$ cat src/rtl/ib_vnu_pipe_ctrl_if.sv
// rtl/ib_vnu_pipe_ctrl_if.sv - VNU datapath-side signal bundle for ib_vnu_pipe_ctrl
//
// Purpose: groups the beat input and the per-beat datapath controls that run
// between the pipe controller and the VNU array / pipeOut mux.
// Signals:
//   c2v_valid      - one layer of c2v/channel messages presented this cycle
//   v2c_src        - pipeOut select, 1 = channel LLR bypassed
//   dnu_en         - current beat is routed to the decision node
//   stage_valid    - per-stage valid, bit 0 is the first VNU stage
//   v2c_valid      - pipeline tail holds a v2c message
//   hard_dec_valid - pipeline tail holds a decision-node output
// Modports: master = controller side, slave = datapath / beat source side.

interface ib_vnu_pipe_ctrl_if #(
  parameter int PIPELINE_DEPTH = 3
);
  logic                      c2v_valid;
  logic                      v2c_src;
  logic                      dnu_en;
  logic [PIPELINE_DEPTH-1:0] stage_valid;
  logic                      v2c_valid;
  logic                      hard_dec_valid;

  modport master (
    input  c2v_valid,
    output v2c_src,
    output dnu_en,
    output stage_valid,
    output v2c_valid,
    output hard_dec_valid
  );

  modport slave (
    output c2v_valid,
    input  v2c_src,
    input  dnu_en,
    input  stage_valid,
    input  v2c_valid,
    input  hard_dec_valid
  );
endinterface

$ cat src/rtl/ib_vnu_pipe_ctrl.sv
// rtl/ib_vnu_pipe_ctrl.sv - layer/iteration sequencer and pipeline valid tracker for the IB VNU
//
// Purpose: counts layers and iterations of an IB decode, drives the pipeOut
// v2c source select, routes the decision iteration to the decision node and
// tracks per-stage valids (plus a decision tag) through the VNU pipeline.
// Optional feature macro: IB_EARLY_TERM_EN (adds syndrome_zero early termination).
// Ports:
//   read_clk      - clock
//   rstn          - synchronous active-low reset
//   start         - decode request, honoured only in IDLE
//   syndrome_zero - parity-check pass (only with IB_EARLY_TERM_EN)
//   vnu           - datapath bundle (ib_vnu_pipe_ctrl_if.master)
//   layer_id      - layer index of the next accepted beat
//   iter_cnt      - current iteration, from 0
//   busy          - controller not idle
//   done          - one-cycle completion pulse

module ib_vnu_pipe_ctrl #(
  parameter int PIPELINE_DEPTH = 3,
  parameter int LAYER_NUM      = 4,
  parameter int MAX_ITER       = 5,
  parameter int LAYER_W        = 2,
  parameter int ITER_W         = 4
) (
  input  logic                read_clk,
  input  logic                rstn,
  input  logic                start,
`ifdef IB_EARLY_TERM_EN
  input  logic                syndrome_zero,
`endif
  ib_vnu_pipe_ctrl_if.master  vnu,
  output logic [LAYER_W-1:0]  layer_id,
  output logic [ITER_W-1:0]   iter_cnt,
  output logic                busy,
  output logic                done
);

  localparam int                 D          = PIPELINE_DEPTH;
  localparam logic [LAYER_W-1:0] LAST_LAYER = LAYER_W'(LAYER_NUM - 1);
  localparam logic [ITER_W-1:0]  DEC_ITER   = ITER_W'(MAX_ITER - 1);

  typedef enum logic [1:0] {
    S_IDLE,
    S_RUN,
    S_FLUSH,
    S_DONE
  } state_t;

  state_t         state;
  logic [D-1:0]   stage_valid;
  logic [D-1:0]   tag;
  logic           last_iter;
  logic           acc;
  logic           last_layer;
  logic           dec_iter;
  logic           final_beat;

  assign acc        = (state == S_RUN) & vnu.c2v_valid;
  assign last_layer = (layer_id == LAST_LAYER);
  assign dec_iter   = (iter_cnt == DEC_ITER) | last_iter;
  assign final_beat = acc & last_layer & dec_iter;

  assign vnu.v2c_src        = (iter_cnt == '0);
  assign vnu.dnu_en         = (state == S_RUN) & dec_iter;
  assign vnu.stage_valid    = stage_valid;
  assign vnu.v2c_valid      = stage_valid[D-1] & ~tag[D-1];
  assign vnu.hard_dec_valid = stage_valid[D-1] & tag[D-1];

  always_ff @(posedge read_clk) begin
    if (!rstn) begin
      state       <= S_IDLE;
      busy        <= 1'b0;
      done        <= 1'b0;
      layer_id    <= '0;
      iter_cnt    <= '0;
      stage_valid <= '0;
      tag         <= '0;
    end else begin
      stage_valid <= {stage_valid[D-2:0], acc};
      tag         <= {tag[D-2:0], acc & vnu.dnu_en};

      // The final beat also bumps iter_cnt, so it rests at the iteration count run.
      if (acc) begin
        if (last_layer) begin
          layer_id <= '0;
          iter_cnt <= iter_cnt + 1'b1;
        end else begin
          layer_id <= layer_id + 1'b1;
        end
      end

      case (state)
        S_IDLE: begin
          if (start) begin
            state    <= S_RUN;
            busy     <= 1'b1;
            layer_id <= '0;
            iter_cnt <= '0;
          end
        end
        S_RUN: begin
          if (final_beat) state <= S_FLUSH;
        end
        S_FLUSH: begin
          // No beats enter during FLUSH, so once every stage ahead of the tail
          // is empty the pipeline is empty after this edge; done then lines up
          // with the cycle following the last tail beat.
          if (stage_valid[D-2:0] == '0) begin
            state <= S_DONE;
            done  <= 1'b1;
          end
        end
        S_DONE: begin
          state <= S_IDLE;
          busy  <= 1'b0;
          done  <= 1'b0;
        end
        default: begin
          state <= S_IDLE;
          busy  <= 1'b0;
          done  <= 1'b0;
        end
      endcase
    end
  end

`ifdef IB_EARLY_TERM_EN
  // A passing syndrome at the end of iteration >= 1 promotes the following
  // iteration to the decision pass; a beat already in the decision pass
  // cannot extend or re-arm it.
  always_ff @(posedge read_clk) begin
    if (!rstn) begin
      last_iter <= 1'b0;
    end else if ((state == S_IDLE) && start) begin
      last_iter <= 1'b0;
    end else if (acc && last_layer && (iter_cnt != '0) && !dec_iter && syndrome_zero) begin
      last_iter <= 1'b1;
    end
  end
`else
  assign last_iter = 1'b0;
`endif

endmodule

$ cat src/flat_wrapper.sv
// flat-port wrapper written by rule: the top's interface ports become plain ports
module ib_vnu_pipe_ctrl_flat 
#(
  parameter int PIPELINE_DEPTH = 3,
  parameter int LAYER_NUM      = 4,
  parameter int MAX_ITER       = 5,
  parameter int LAYER_W        = 2,
  parameter int ITER_W         = 4
)
  (read_clk, rstn, start, layer_id, iter_cnt, busy, done, vnu_c2v_valid, vnu_v2c_src, vnu_dnu_en, vnu_stage_valid, vnu_v2c_valid, vnu_hard_dec_valid);
  ib_vnu_pipe_ctrl_if #(.PIPELINE_DEPTH(PIPELINE_DEPTH)) vnu_i ();
  input  logic read_clk;
  input  logic rstn;
  input  logic start;
  output logic [LAYER_W-1:0] layer_id;
  output logic [ITER_W-1:0] iter_cnt;
  output logic busy;
  output logic done;
  input wire logic [$bits(vnu_i.c2v_valid)-1:0] vnu_c2v_valid;
  output wire logic [$bits(vnu_i.v2c_src)-1:0] vnu_v2c_src;
  output wire logic [$bits(vnu_i.dnu_en)-1:0] vnu_dnu_en;
  output wire logic [$bits(vnu_i.stage_valid)-1:0] vnu_stage_valid;
  output wire logic [$bits(vnu_i.v2c_valid)-1:0] vnu_v2c_valid;
  output wire logic [$bits(vnu_i.hard_dec_valid)-1:0] vnu_hard_dec_valid;
  assign vnu_i.c2v_valid = vnu_c2v_valid;
  assign vnu_v2c_src = vnu_i.v2c_src;
  assign vnu_dnu_en = vnu_i.dnu_en;
  assign vnu_stage_valid = vnu_i.stage_valid;
  assign vnu_v2c_valid = vnu_i.v2c_valid;
  assign vnu_hard_dec_valid = vnu_i.hard_dec_valid;
  ib_vnu_pipe_ctrl #(.PIPELINE_DEPTH(PIPELINE_DEPTH), .LAYER_NUM(LAYER_NUM), .MAX_ITER(MAX_ITER), .LAYER_W(LAYER_W), .ITER_W(ITER_W)) u_core (.read_clk(read_clk), .rstn(rstn), .start(start), .vnu(vnu_i), .layer_id(layer_id), .iter_cnt(iter_cnt), .busy(busy), .done(done));
endmodule
$ cat config.mk
export PLATFORM = sky130hd
export DESIGN_NAME = ib_vnu_pipe_ctrl_flat
export DESIGN_NICKNAME = d
export VERILOG_FILES = /design/src/rtl/ib_vnu_pipe_ctrl_if.sv /design/src/rtl/ib_vnu_pipe_ctrl.sv /design/src/flat_wrapper.sv
export SDC_FILE = /design/constraint.sdc
export NUM_CORES = 1
export LEC_CHECK = 0
export BUFFER_PORTS_ARGS = -buffer_cell sky130_fd_sc_hd__buf_2
export CAP_MARGIN = 10
export CORE_MARGIN = 2
export CORE_UTILIZATION = 47
export CTS_CLUSTER_SIZE = 10
export DETAILED_ROUTE_END_ITERATION = 10
export PLACE_DENSITY_LB_ADDON = 0.1
export REMOVE_ABC_BUFFERS = 1
export SKIP_CTS_REPAIR_TIMING = 1
export SYNTH_ARGS = -nofsm -noshare
export SYNTH_HDL_FRONTEND = slang
export SYNTH_SLANG_ARGS = --single-unit
$ cat constraint.sdc
create_clock -name read_clk -period 2 [get_ports read_clk]
set_input_delay 0.4 -clock read_clk [delete_from_list [all_inputs] [get_ports read_clk]]
set_output_delay 0.4 -clock read_clk [all_outputs]
set_load 0.02 [all_outputs]
# ---- Word-level counts from Yosys, hierarchy flattened
# Index checks and enable logic that the tools add are counted.
dict set report op_classes {
  muxes 16
  reduce_logical 8
  n_eq_ne 8
  n_addsub 2
  bitwise 8
}
# operator count
set ops {}
lappend ops {{2-to-1 mux 4 bit} 4}
lappend ops {{2-to-1 mux 2 bit} 7}
lappend ops {{one-hot mux 2 bit (4 select lines)} 1}
lappend ops {{AND 1 bit} 7}
lappend ops {{== test 2 bit (second input constant)} 3}
lappend ops {{adder 4 x 1 -> 4 bit (second input constant)} 1}
lappend ops {{== test 4 x 3 -> 1 bit (second input constant)} 1}
lappend ops {{zero test 2 bit} 2}
lappend ops {{zero test 4 bit} 1}
lappend ops {{inequality test 2 x 1 -> 1 bit (second input constant)} 2}
lappend ops {{one-hot mux 1 bit (2 select lines)} 2}
lappend ops {{AND reduction 2 bit} 2}
lappend ops {{nonzero test 2 bit} 2}
lappend ops {{AND reduction 3 bit} 1}
lappend ops {{adder 2 x 1 -> 2 bit (second input constant)} 1}
lappend ops {{== test 2 x 1 -> 1 bit (second input constant)} 1}
lappend ops {{2-to-1 mux 1 bit} 2}
lappend ops {{inequality test 2 bit (second input constant)} 1}
lappend ops {{inverter 1 bit} 1}
dict set report totals {
  elab_cells 49
  in_bits 4
  register_bits 16
  out_inout_bits 15
}

# ---- Logic depth before layout (Yosys ltp)
# Gate-level depths: netlist of run 1.
dict set report depth {
  ltp_word 6
  ltp_mapped 6
  depth_no_buf 6
}

# ---- Worst setup path after synthesis of run 1
# No wires, ideal clock.
dict set report synth_path {
  path_kind {register to output}
  start {register u_core.iter_cnt[0]}
  end {output port vnu_dnu_en}
  required_ns 1.600
  arrival_ns 1.173
  stages_incl_launch_ff 5
  n_path_buf 0
  setup_slack_ns 0.427
  cell_sequence {dfxtp_1 inv_1 ha_1 and3b_1 and2_2}
}
dict set report synth_via {
  elab_chain_cells 2
}
# element line_no
set synth_lines {}
lappend synth_lines {{start: declaration} ib_vnu_pipe_ctrl.sv:33} ;# output logic [ITER_W-1:0] iter_cnt,
lappend synth_lines {{start signal: assignment} ib_vnu_pipe_ctrl.sv:86} ;# iter_cnt <= iter_cnt + 1'b1;
lappend synth_lines {{== test 4 x 3 -> 1 bit} ib_vnu_pipe_ctrl.sv:60} ;# assign dec_iter = (iter_cnt == DEC_ITER) | last_iter;
lappend synth_lines {{AND 1 bit} ib_vnu_pipe_ctrl.sv:64} ;# assign vnu.dnu_en = (state == S_RUN) & dec_iter;
lappend synth_lines {{end: declaration} flat_wrapper.sv:21} ;# output wire logic [$bits(vnu_i.dnu_en)-1:0] vnu_dnu_en;
# No other way between the ends.

# ---- Worst setup path after layout of run 1
# Same ends and word-level chain as after synthesis.

==> impl_metrics.csv, run 1 <==
group,metric,value,unit
status,status,"finished, final reports clean",
sta,final.min_clock_period,1.86,ns
clock_network,cts_root_buf,"clkbuf_4",
layout,final_common_cell,"buf_2",
global_routing,grt_pass1_vias,548,
synthesis,async_reset_ff_frac,0,
worst_setup_path,crit_path_start_kind,"register",
worst_setup_path,path_max_fanout,4,
layout,final_nets,116,
synthesis,synth_area,736,um2
floorplan,core-area,1490,um2
sta,tns,0,ns
place,gp_congestion,0.680,
clock_network,ctsLongestPathBuffers,2,
floorplan,num_io_pins,19,
global_routing,grt_util_met1,0.171,
floorplan,die_h,43.6,um
detailed_routing,route.detailed.drc,0,
synthesis,synth_cells,81,
sta,period_share,0.932,
worst_setup_path,worstSetupPathType,"reg -> out",
worst_setup_path,end_kind,"output port",
layout,drive_gt1_frac,0.243,
detailed_routing,wl,1230,um
clock_network,cts_tree,"done",
synthesis,synth.avg_cell_area,9.08,um2
power,power.density,1020,nW/um2
worst_setup_path,critical_path_required,1.60,ns
synthesis,ys_seq_area_frac,0.435,
detailed_routing,wl_per_cell,10.3,um
global_routing,grt_max_degree,10,
worst_setup_path,rr_worst_depth,6,
global_routing,track_usage,0.160,
global_routing,grt.busiest_layer,"met2",
worst_hold_path,hp-class,"in -> reg",
detailed_routing,first_iter_violations,2,
sta,rsz0062_at_grt,"no",
worst_setup_path,arrival,1.46,ns
worst_setup_path,r2r_slack,0.51,ns
layout,syn2layout_area_growth,19.9,%
sta,hold-worst-slack,0.410,ns
floorplan,dieArea,1900,um2
power,power.leakage,0.430,nW
clock_network,cts_buffers,3,
clock_network,cts_max_level,1,
sta,tightest_slew,0.297,ns
clock_network,clk_latency,0.28,ns
worst_hold_path,whs_path_depth,2,
worst_setup_path,rr_endpoint,"u_core.state[1]$_SDFFE_PN0P_",
flow_run,max_cap_viol_count,0,
floorplan,rows,14,
clock_network,clkTransAtPathRegs,0.09,ns
power,irDropWorstVdd,575,uV
global_routing,grtUsageMet3,0.0667,
global_routing,antenna_found_initial,0,
detailed_routing,viasPerCell,4.87,
sta,relSlewSlack,0.800,
sta,hold_viol,0,
worst_setup_path,timing.rr.start,"u_core.state[0]$_SDFFE_PN0P_",
worst_setup_path,crit_path_start,"u_core.iter_cnt[0]$_SDFF_PN0_",
synthesis,ys_ff_latch,16,
clock_network,clock_sinks,16,
synthesis,synth-edff-count,0,
sta,maxSlewViolCount,0,
synthesis,yosysWarnings,0,
synthesis,synth.distinct_cells,24,
synthesis,synth_ff_type,"dfxtp_1",
global_routing,grt_pass1_wl,2180,um
sta,setup_viol,0,
global_routing,overflow,0,
global_routing,use_met2,0.262,
detailed_routing,num_vias,580,
detailed_routing,postRouteAntennaNets,0,
sta,fmax,536,MHz
detailed_routing,firstDrtPassIters,2,
floorplan,dieWidth,43.6,um
place,port-buffer-count,18,
worst_setup_path,crit_path_end,"vnu_dnu_en",
layout,layout_common_cells,"buf_2, dfxtp_1, nand2_1, nor2_1, ha_1",
place,dp_hpwl,986,um
floorplan,start_util,0.494,
layout,antenna_cells,0,
sta,fin_skew,0.00484,ns
==> worst min-delay path by stage <==
stage / from / end / slack (ns)
after floorplan: u_core.tag[0]$_SDFF_PN0_ / u_core.tag[1]$_SDFF_PN0_ / 0.41
after global placement: u_core.tag[1]$_SDFF_PN0_ / u_core.tag[2]$_SDFF_PN0_ / 0.42
after detailed placement: u_core.tag[1]$_SDFF_PN0_ / u_core.tag[2]$_SDFF_PN0_ / 0.42
after CTS: rstn / u_core.vnu.stage_valid[1]$_SDFF_PN0_ / 0.41
after global routing: rstn / u_core.vnu.stage_valid[2]$_SDFF_PN0_ / 0.40
final: rstn / u_core.vnu.stage_valid[1]$_SDFF_PN0_ / 0.41
==> worst max-delay path, cell delays in order (launching register included) <==
cell,delay [ns]
dfxtp_1,0.37
inv_1,0.08
ha_1,0.20
and3b_1,0.19
and2_2,0.19
buf_2,0.15
==> cells by family (layout without fill, tap and decap cells) <==
group,after synthesis,in the layout,synth area share
simple gates,37,37,0.262
mux,2,2,0.0272
fa+ha+maj,8,8,0.136
compound gates,11,11,0.0901
flops,16,16,0.435
xor+xnor,2,2,0.0238
buf+inv,5,27,0.0255
==> registers in the layout, summed over array words and instances (netlist names) <==
name,flops
u_core.iter_cnt,4
u_core.tag,3
u_core.vnu.stage_valid,3
u_core.layer_id,2
u_core.state,2
u_core.busy,1
u_core.done,1
==> final cells by class <==
class | count | area, um2
inverter | 5 | 18.8
tap | 16 | 20.0
sequential | 16 | 320
timing repair buffer | 18 | 90.1
multi-input combinational | 60 | 397
fill | 155 | 607
clock buffer | 4 | 36.3
==> Yosys cell counts (2+ instances only) <==
cell | instances | area [um2]
dfxtp_1 | 16 | 320
o21ai_0 | 2 | 10.0
inv_1 | 5 | 18.8
nand3_1 | 3 | 15.0
ha_1 | 8 | 100
and2_1 | 6 | 37.5
nor2_1 | 9 | 33.8
mux2i_1 | 2 | 20.0
a21oi_1 | 7 | 35.0
nand2_1 | 9 | 33.8
==> metal layers <==
| metal | vias up | wire (um) |
|---|---|---|
| met4 | 0 | 12 |
| li1 | 313 | - |
| met2 | 14 | 595 |
| met3 | 2 | 67 |
| met1 | 251 | 554 |
| met5 | - | 0 |
==> power breakdown <==
part           switching, W  total (W)  leakage [nW]  internal [W]
logic              0.000181   0.000299         0.279      0.000118
registers         0.0000318   0.000392         0.130      0.000360
clock network     0.0000998   0.000210        0.0210      0.000111
total              0.000313   0.000902         0.430      0.000589
==> per-stage QoR <==
| step | setup WS, ns | cell area [um2] | utilization | power, W | std cells |
|---|---|---|---|---|---|
| CTS | 0.111 | 882 | 0.592 | 0.000916 | 119 |
| detailed placement | 0.441 | 846 | 0.568 | 0.000702 | 115 |
| global placement | 0.468 | 846 | 0.568 | 0.000697 | 115 |
| finish | 0.136 | 882 | 0.592 | 0.000902 | 119 |
| floorplan | 0.427 | 736 | - | 0.000631 | 81 |
| global route | 0.00853 | 882 | 0.592 | 0.000981 | 119 |
Note: power is estimated with default switching activity, not from simulation.
==> inputs of run 2 (changes only) <==
Settings changed: ABC_AREA set to 1.
==> run 2 against run 1 <==
Clock power barely moved. Critical path depth did not move. Fmax rose by 6.9%. Cell count rose by 13%. Cell area rose by 1.7%. Non-clock buffer count did not move.
==> impl_metrics.csv, run 2 <==
group,metric,value,unit
layout,antenna_cells,0,
place,place_inst,131,
place,dp_hpwl,1020,um
sta,setup_viol,0,
layout,nFillCells,149,
global_routing,grt_max_degree,11,
worst_hold_path,hp-start,"start",
layout,drive_gt1_frac,0.210,
power,p_sw,0.000314,W
synthesis,yosys-top-cells-area,"dfxtp_1, ha_1, inv_1",
clock_network,cts_tree,"done",
worst_setup_path,slowest_delay,0.35,ns
clock_network,cts_buffers,3,
layout,seqCellArea,320,um2
power,irDropWorstVdd,583,uV
sta,tns,0,ns
power,p_int,0.000579,W
worst_hold_path,hp-class,"in -> reg",
clock_network,clk_latency,0.28,ns
floorplan,start_util,0.502,
worst_setup_path,rr_endpoint,"u_core.state[1]$_SDFFE_PN0P_",
flow_run,max_cap_viol_count,0,
synthesis,synth.distinct_cells,15,
sta,fmax,573,MHz
clock_network,cts_max_level,1,
global_routing,grt_pass1_wl,2170,um
clock_network,clock_sinks,16,
synthesis,synth_ff_type,"dfxtp_1",
sta,hold-worst-slack,0.400,ns
power,seq_power_share,0.438,
worst_setup_path,crit_top_cell,"inv_1",
worst_hold_path,whs_path_depth,3,
detailed_routing,route.detailed.drc,0,
synthesis,synth-edff-count,0,
layout,layout_common_cells,"inv_1, nor2_1, buf_2",
synthesis,synth_top_cell_by_area,"dfxtp_1",
layout,largest_reg_flops,4,
sta,period_share,0.872,
worst_setup_path,cpMaxStageDelayCell,"dfxtp_1",
synthesis,synth_top_area_frac,0.424,
power,p_sw_frac,0.351,
worst_setup_path,arrival,1.34,ns
worst_setup_path,timing.rr.start,"u_core.state[1]$_SDFFE_PN0P_",
worst_setup_path,worstSetupPathType,"reg -> out",
detailed_routing,first_iter_violations,12,
synthesis,async_reset_ff_frac,0,
place,gp_congestion,0.779,
detailed_routing,num_vias,639,
synthesis,ys_seq_area_frac,0.424,
clock_network,cts_root_buf,"clkbuf_4",
floorplan,core-area,1510,um2
sta,tightest_slew,0.251,ns
clock_network,clkTransAtPathRegs,0.09,ns
sta,relSlewSlack,0.832,
layout,multi_input_area,359,um2
layout,syn2layout_area_growth,18.7,%
layout,reg_top3,"u_core.iter_cnt: 4 flops, u_core.tag: 3 flops, u_core.vnu.stage_valid: 3 flops",
floorplan,rows,14,
clock_network,ctsLongestPathBuffers,2,
worst_setup_path,r2r_slack,0.61,ns
place,port-buffer-count,18,
worst_setup_path,crit_path_cell_trace,"inv_1 -> ha_1 -> inv_1 -> nor2_1 -> buf_2",
power,p_total,0.000893,W
sta,final.min_clock_period,1.74,ns
detailed_routing,postRouteAntennaNets,0,
layout,final_nets,132,
power,clkPwrFrac,0.238,
detailed_routing,wl,1300,um
layout,instances_no_fill,135,
synthesis,synth_area,756,um2
worst_setup_path,worst-path-buf-inv,3,
worst_setup_path,rr_worst_depth,7,
synthesis,ys_top_cells_by_count,"inv_1, nor2_1, dfxtp_1",
power,power.leakage,0.491,nW
layout,top_register,"u_core.iter_cnt",
global_routing,overflow,0,
worst_hold_path,hold_end,"u_core.busy$_SDFFE_PN0P_",
worst_setup_path,critical_path_required,1.60,ns
sta,rsz0062_at_grt,"no",
power,combPwrFrac,0.324,
detailed_routing,wl_per_cell,9.65,um
worst_setup_path,crit_path_start_kind,"register",
worst_setup_path,cp_top_family,"flip-flops",
status,status,"finished, final reports clean",
global_routing,antenna_found_initial,0,
synthesis,synth.avg_cell_area,7.71,um2
sta,maxSlewViolCount,0,
power,power.density,995,nW/um2
floorplan,dieArea,1940,um2
sta,hold_viol,0,
detailed_routing,firstDrtPassIters,4,
floorplan,die_h,44.1,um
global_routing,grt_pass1_vias,560,
synthesis,yosysWarnings,0,
synthesis,synth_cells,98,
worst_setup_path,end_kind,"output port",
detailed_routing,viasPerCell,4.73,
global_routing,track_usage,0.154,
floorplan,dieWidth,44.1,um
floorplan,num_io_pins,19,
sta,fin_skew,0.00292,ns
worst_setup_path,path_max_fanout,5,
synthesis,ys_ff_latch,16,
==> run 2: cell types whose count changed after synthesis, moves of 2 or more <==
cell     delta
nand2_1     +6
and2_1      -6
mux2i_1     -2
xor2_1      +2
nor2_1      +9
a21oi_1     -2
inv_1      +13
nor3_1      +3
==> run 2: how the worst max path moves through the flow <==
stage | to | from | slack (ns) | cells past startpoint
detailed placement | vnu_dnu_en | u_core.iter_cnt[0]$_SDFF_PN0_ | 0.56 | 5
floorplan | vnu_dnu_en | u_core.iter_cnt[0]$_SDFF_PN0_ | 0.53 | 4
global route | vnu_dnu_en | u_core.state[1]$_SDFFE_PN0P_ | 0.14 | 5
CTS | vnu_dnu_en | u_core.state[1]$_SDFFE_PN0P_ | 0.23 | 5
finish | vnu_dnu_en | u_core.state[1]$_SDFFE_PN0P_ | 0.26 | 5
global placement | vnu_dnu_en | u_core.state[1]$_SDFFE_PN0P_ | 0.59 | 5
==> run 2: routing by layer <==
metal / GRT usage / share of wire / wire (um)
met5: 0 / 0 / 0
met1: 0.158 / 0.47 / 615
met4: 0.0909 / 0.0077 / 10
met3: 0.0490 / 0.033 / 43
met2: 0.271 / 0.49 / 633
==> run 2: area by class of cell <==
class | count | area share
Clock buffer | 4 | 0.0404
Timing Repair Buffer | 18 | 0.100
Inverter | 19 | 0.0795
Sequential cell | 16 | 0.357
Tap cell | 16 | 0.0223
Multi-Input combinational cell | 62 | 0.400
==> run 2: power groups by stage <==
stage / sequential (W) / combinational (W) / clock [W]
2_1_floorplan: 0.000427 / 0.000194 / 0
3_3_place_gp: 0.000397 / 0.000289 / 0
3_5_place_dp: 0.000398 / 0.000293 / 0
4_1_cts: 0.000391 / 0.000294 / 0.000223
5_1_grt: 0.000397 / 0.000336 / 0.000239
6_report: 0.000391 / 0.000289 / 0.000212
==> run 2: metrics by stage <==
stage	instance area, um2	setup WS [ns]	util
6_report	897	0.256	0.596
5_1_grt	897	0.138	0.596
4_1_cts	897	0.228	0.596
3_5_place_dp	861	0.562	0.571
3_3_place_gp	861	0.585	0.571
2_1_floorplan	751	0.533	-
==> run 2: worst register-to-register path: cells and delay by family, from the launching register on <==
family	cells	cell delay, ns
flops	1	0.35
fa+ha+maj	1	0.29
compound gates	1	0.22
simple gates	4	0.34
buf+inv	1	0.10
==> run 2: cells by family (layout without fill, tap and decap cells) <==
family / after synthesis / in the layout / synth area share
AOI/OAI and AO/OA: 9 / 9 / 0.0679
xor gates and xnor gates: 3 / 3 / 0.0348
adders and majority gates: 8 / 8 / 0.132
buffers and inverters: 20 / 41 / 0.101
DFF: 16 / 16 / 0.424
and+or+nand+nor: 42 / 42 / 0.240
==> inputs of run 3 (changes only) <==
Settings changed: CTS_BUF_LIST set to sky130_fd_sc_hd__clkbuf_8 sky130_fd_sc_hd__clkbuf_16.
==> run 3 against run 2 <==
Worst hold slack improved by 0.019 ns. Register-to-register slack about the same. Non-clock buffer count unchanged. Global-route usage increased by 0.42 points. Critical endpoint unchanged.
==> impl_metrics.csv, run 3 (synthesis results as in run 2) <==
group,metric,value,unit
sta,tightest_slew,0.249,ns
power,combPwrFrac,0.301,
power,power.density,1060,nW/um2
detailed_routing,postRouteAntennaNets,0,
layout,top_register,"u_core.iter_cnt",
worst_setup_path,critical_path_required,1.60,ns
clock_network,clk_latency,0.25,ns
status,status,"finished, final reports clean",
layout,reg_top3,"u_core.iter_cnt: 4 flops, u_core.tag: 3 flops, u_core.vnu.stage_valid: 3 flops",
detailed_routing,viasPerCell,4.76,
global_routing,grt_util_met1,0.155,
worst_setup_path,worst-path-buf-inv,3,
sta,fmax,589,MHz
flow_run,max_cap_viol_count,0,
power,seq_power_share,0.405,
sta,final.min_clock_period,1.70,ns
power,p_sw,0.000328,W
sta,fin_skew,0.00151,ns
floorplan,core-area,1510,um2
layout,drive_gt1_frac,0.210,
power,clkPwrFrac,0.294,
sta,hold_viol,0,
place,gp_congestion,0.779,
layout,utilization,0.608,
worst_setup_path,slowest_delay,0.34,ns
layout,layout_common_cells,"inv_1, nor2_1, buf_2",
detailed_routing,wl_per_cell,10.1,um
sta,period_share,0.849,
layout,antenna_cells,0,
floorplan,die_h,44.1,um
worst_setup_path,arrival,1.30,ns
floorplan,dieWidth,44.1,um
layout,final_nets,132,
global_routing,grt_pass1_vias,587,
worst_setup_path,cpMaxStageDelayCell,"dfxtp_1",
floorplan,num_io_pins,19,
sta,rsz0062_at_grt,"no",
place,dp_hpwl,1020,um
clock_network,clkTransAtPathRegs,0.06,ns
layout,multi_input_area,359,um2
global_routing,track_usage,0.158,
global_routing,antenna_found_initial,0,
floorplan,start_util,0.502,
layout,seqCellArea,320,um2
global_routing,overflow,0,
worst_hold_path,whs_path_depth,2,
clock_network,cts_root_buf,"clkbuf_8",
global_routing,grt.busiest_layer,"met2",
worst_setup_path,end_kind,"output port",
detailed_routing,num_vias,642,
detailed_routing,route.detailed.drc,0,
worst_hold_path,hp-class,"reg -> reg",
global_routing,grtUsageMet3,0.0367,
clock_network,clock_sinks,16,
worst_setup_path,path_max_fanout,5,
sta,tns,0,ns
power,p_int,0.000644,W
global_routing,grt_max_degree,11,
worst_setup_path,crit_path_cell_trace,"inv_1 -> ha_1 -> inv_1 -> nor2_1 -> buf_2",
power,power.leakage,0.499,nW
detailed_routing,wl,1360,um
floorplan,rows,14,
sta,relSlewSlack,0.833,
sta,setup_viol,0,
sta,maxSlewViolCount,0,
worst_setup_path,worstSetupPathType,"reg -> out",
worst_setup_path,rr_worst_depth,7,
clock_network,ctsLongestPathBuffers,2,
clock_network,cts_buffers,3,
worst_setup_path,crit_path_start_kind,"register",
layout,largest_reg_flops,4,
detailed_routing,first_iter_violations,6,
power,p_sw_frac,0.337,
power,irDropWorstVdd,603,uV
worst_setup_path,cp_top_family,"flip-flops",
clock_network,cts_max_level,1,
place,port-buffer-count,18,
layout,nFillCells,146,
worst_setup_path,crit_top_cell,"inv_1",
clock_network,cts_tree,"done",
floorplan,dieArea,1940,um2
layout,syn2layout_area_growth,21.2,%
worst_setup_path,cp_num_cells,5,
detailed_routing,firstDrtPassIters,2,
global_routing,use_met2,0.297,
global_routing,grt_pass1_wl,2240,um
run 3: final timing paths:
kind | from | end | slack (ns)
setup reg to reg | u_core.state[1]$_SDFFE_PN0P_ | u_core.state[1]$_SDFFE_PN0P_ | 0.61
hold / removal | u_core.tag[0]$_SDFF_PN0_ | u_core.tag[1]$_SDFF_PN0_ | 0.42
hold reg to reg | u_core.tag[0]$_SDFF_PN0_ | u_core.tag[1]$_SDFF_PN0_ | 0.42
setup / recovery | u_core.state[1]$_SDFFE_PN0P_ | vnu_dnu_en | 0.30
run 3: stage by stage:
stage	total power, W	worst slack, ns	area [um2]	hold WS [ns]	std cells
after floorplan	0.000621	0.533	751	0.390	97
after global placement	0.000686	0.585	861	0.393	131
after detailed placement	0.000691	0.562	861	0.402	131
after CTS	0.000984	0.282	916	0.418	135
after global routing	0.00104	0.203	916	0.430	135
final	0.000971	0.302	916	0.419	135
run 3: cell type report:
type	instances	area share
multi-input cells	62	0.392
well taps	16	0.0219
clock buffers	4	0.0601
repair buffers	18	0.0984
flip-flops and latches	16	0.350
inverters	19	0.0779
run 3: worst register-to-register path: stages (launching register included):
cell and delay [ns]:
dfxtp_1 0.34, inv_1 0.10, ha_1 0.29, nand3_4 0.15
o21ai_2 0.22, nand3_1 0.10, nand2_1 0.07, nor2_1 0.04
run 3: power by group through the flow:
| stage | clock [W] | sequential (W) | combinational (W) |
|---|---|---|---|
| final | 0.000286 | 0.000393 | 0.000293 |
| after global routing | 0.000306 | 0.000398 | 0.000339 |
| after CTS | 0.000293 | 0.000393 | 0.000297 |
| after detailed placement | 0 | 0.000398 | 0.000293 |
| after global placement | 0 | 0.000397 | 0.000289 |
| after floorplan | 0 | 0.000427 | 0.000194 |
run 3: per-layer routing:
metal  routed length [um]  vias up
li1                     -      342
met1                  608      290
met2                  705        8
met3                   39        2
met4                    9        0
met5                    0        -
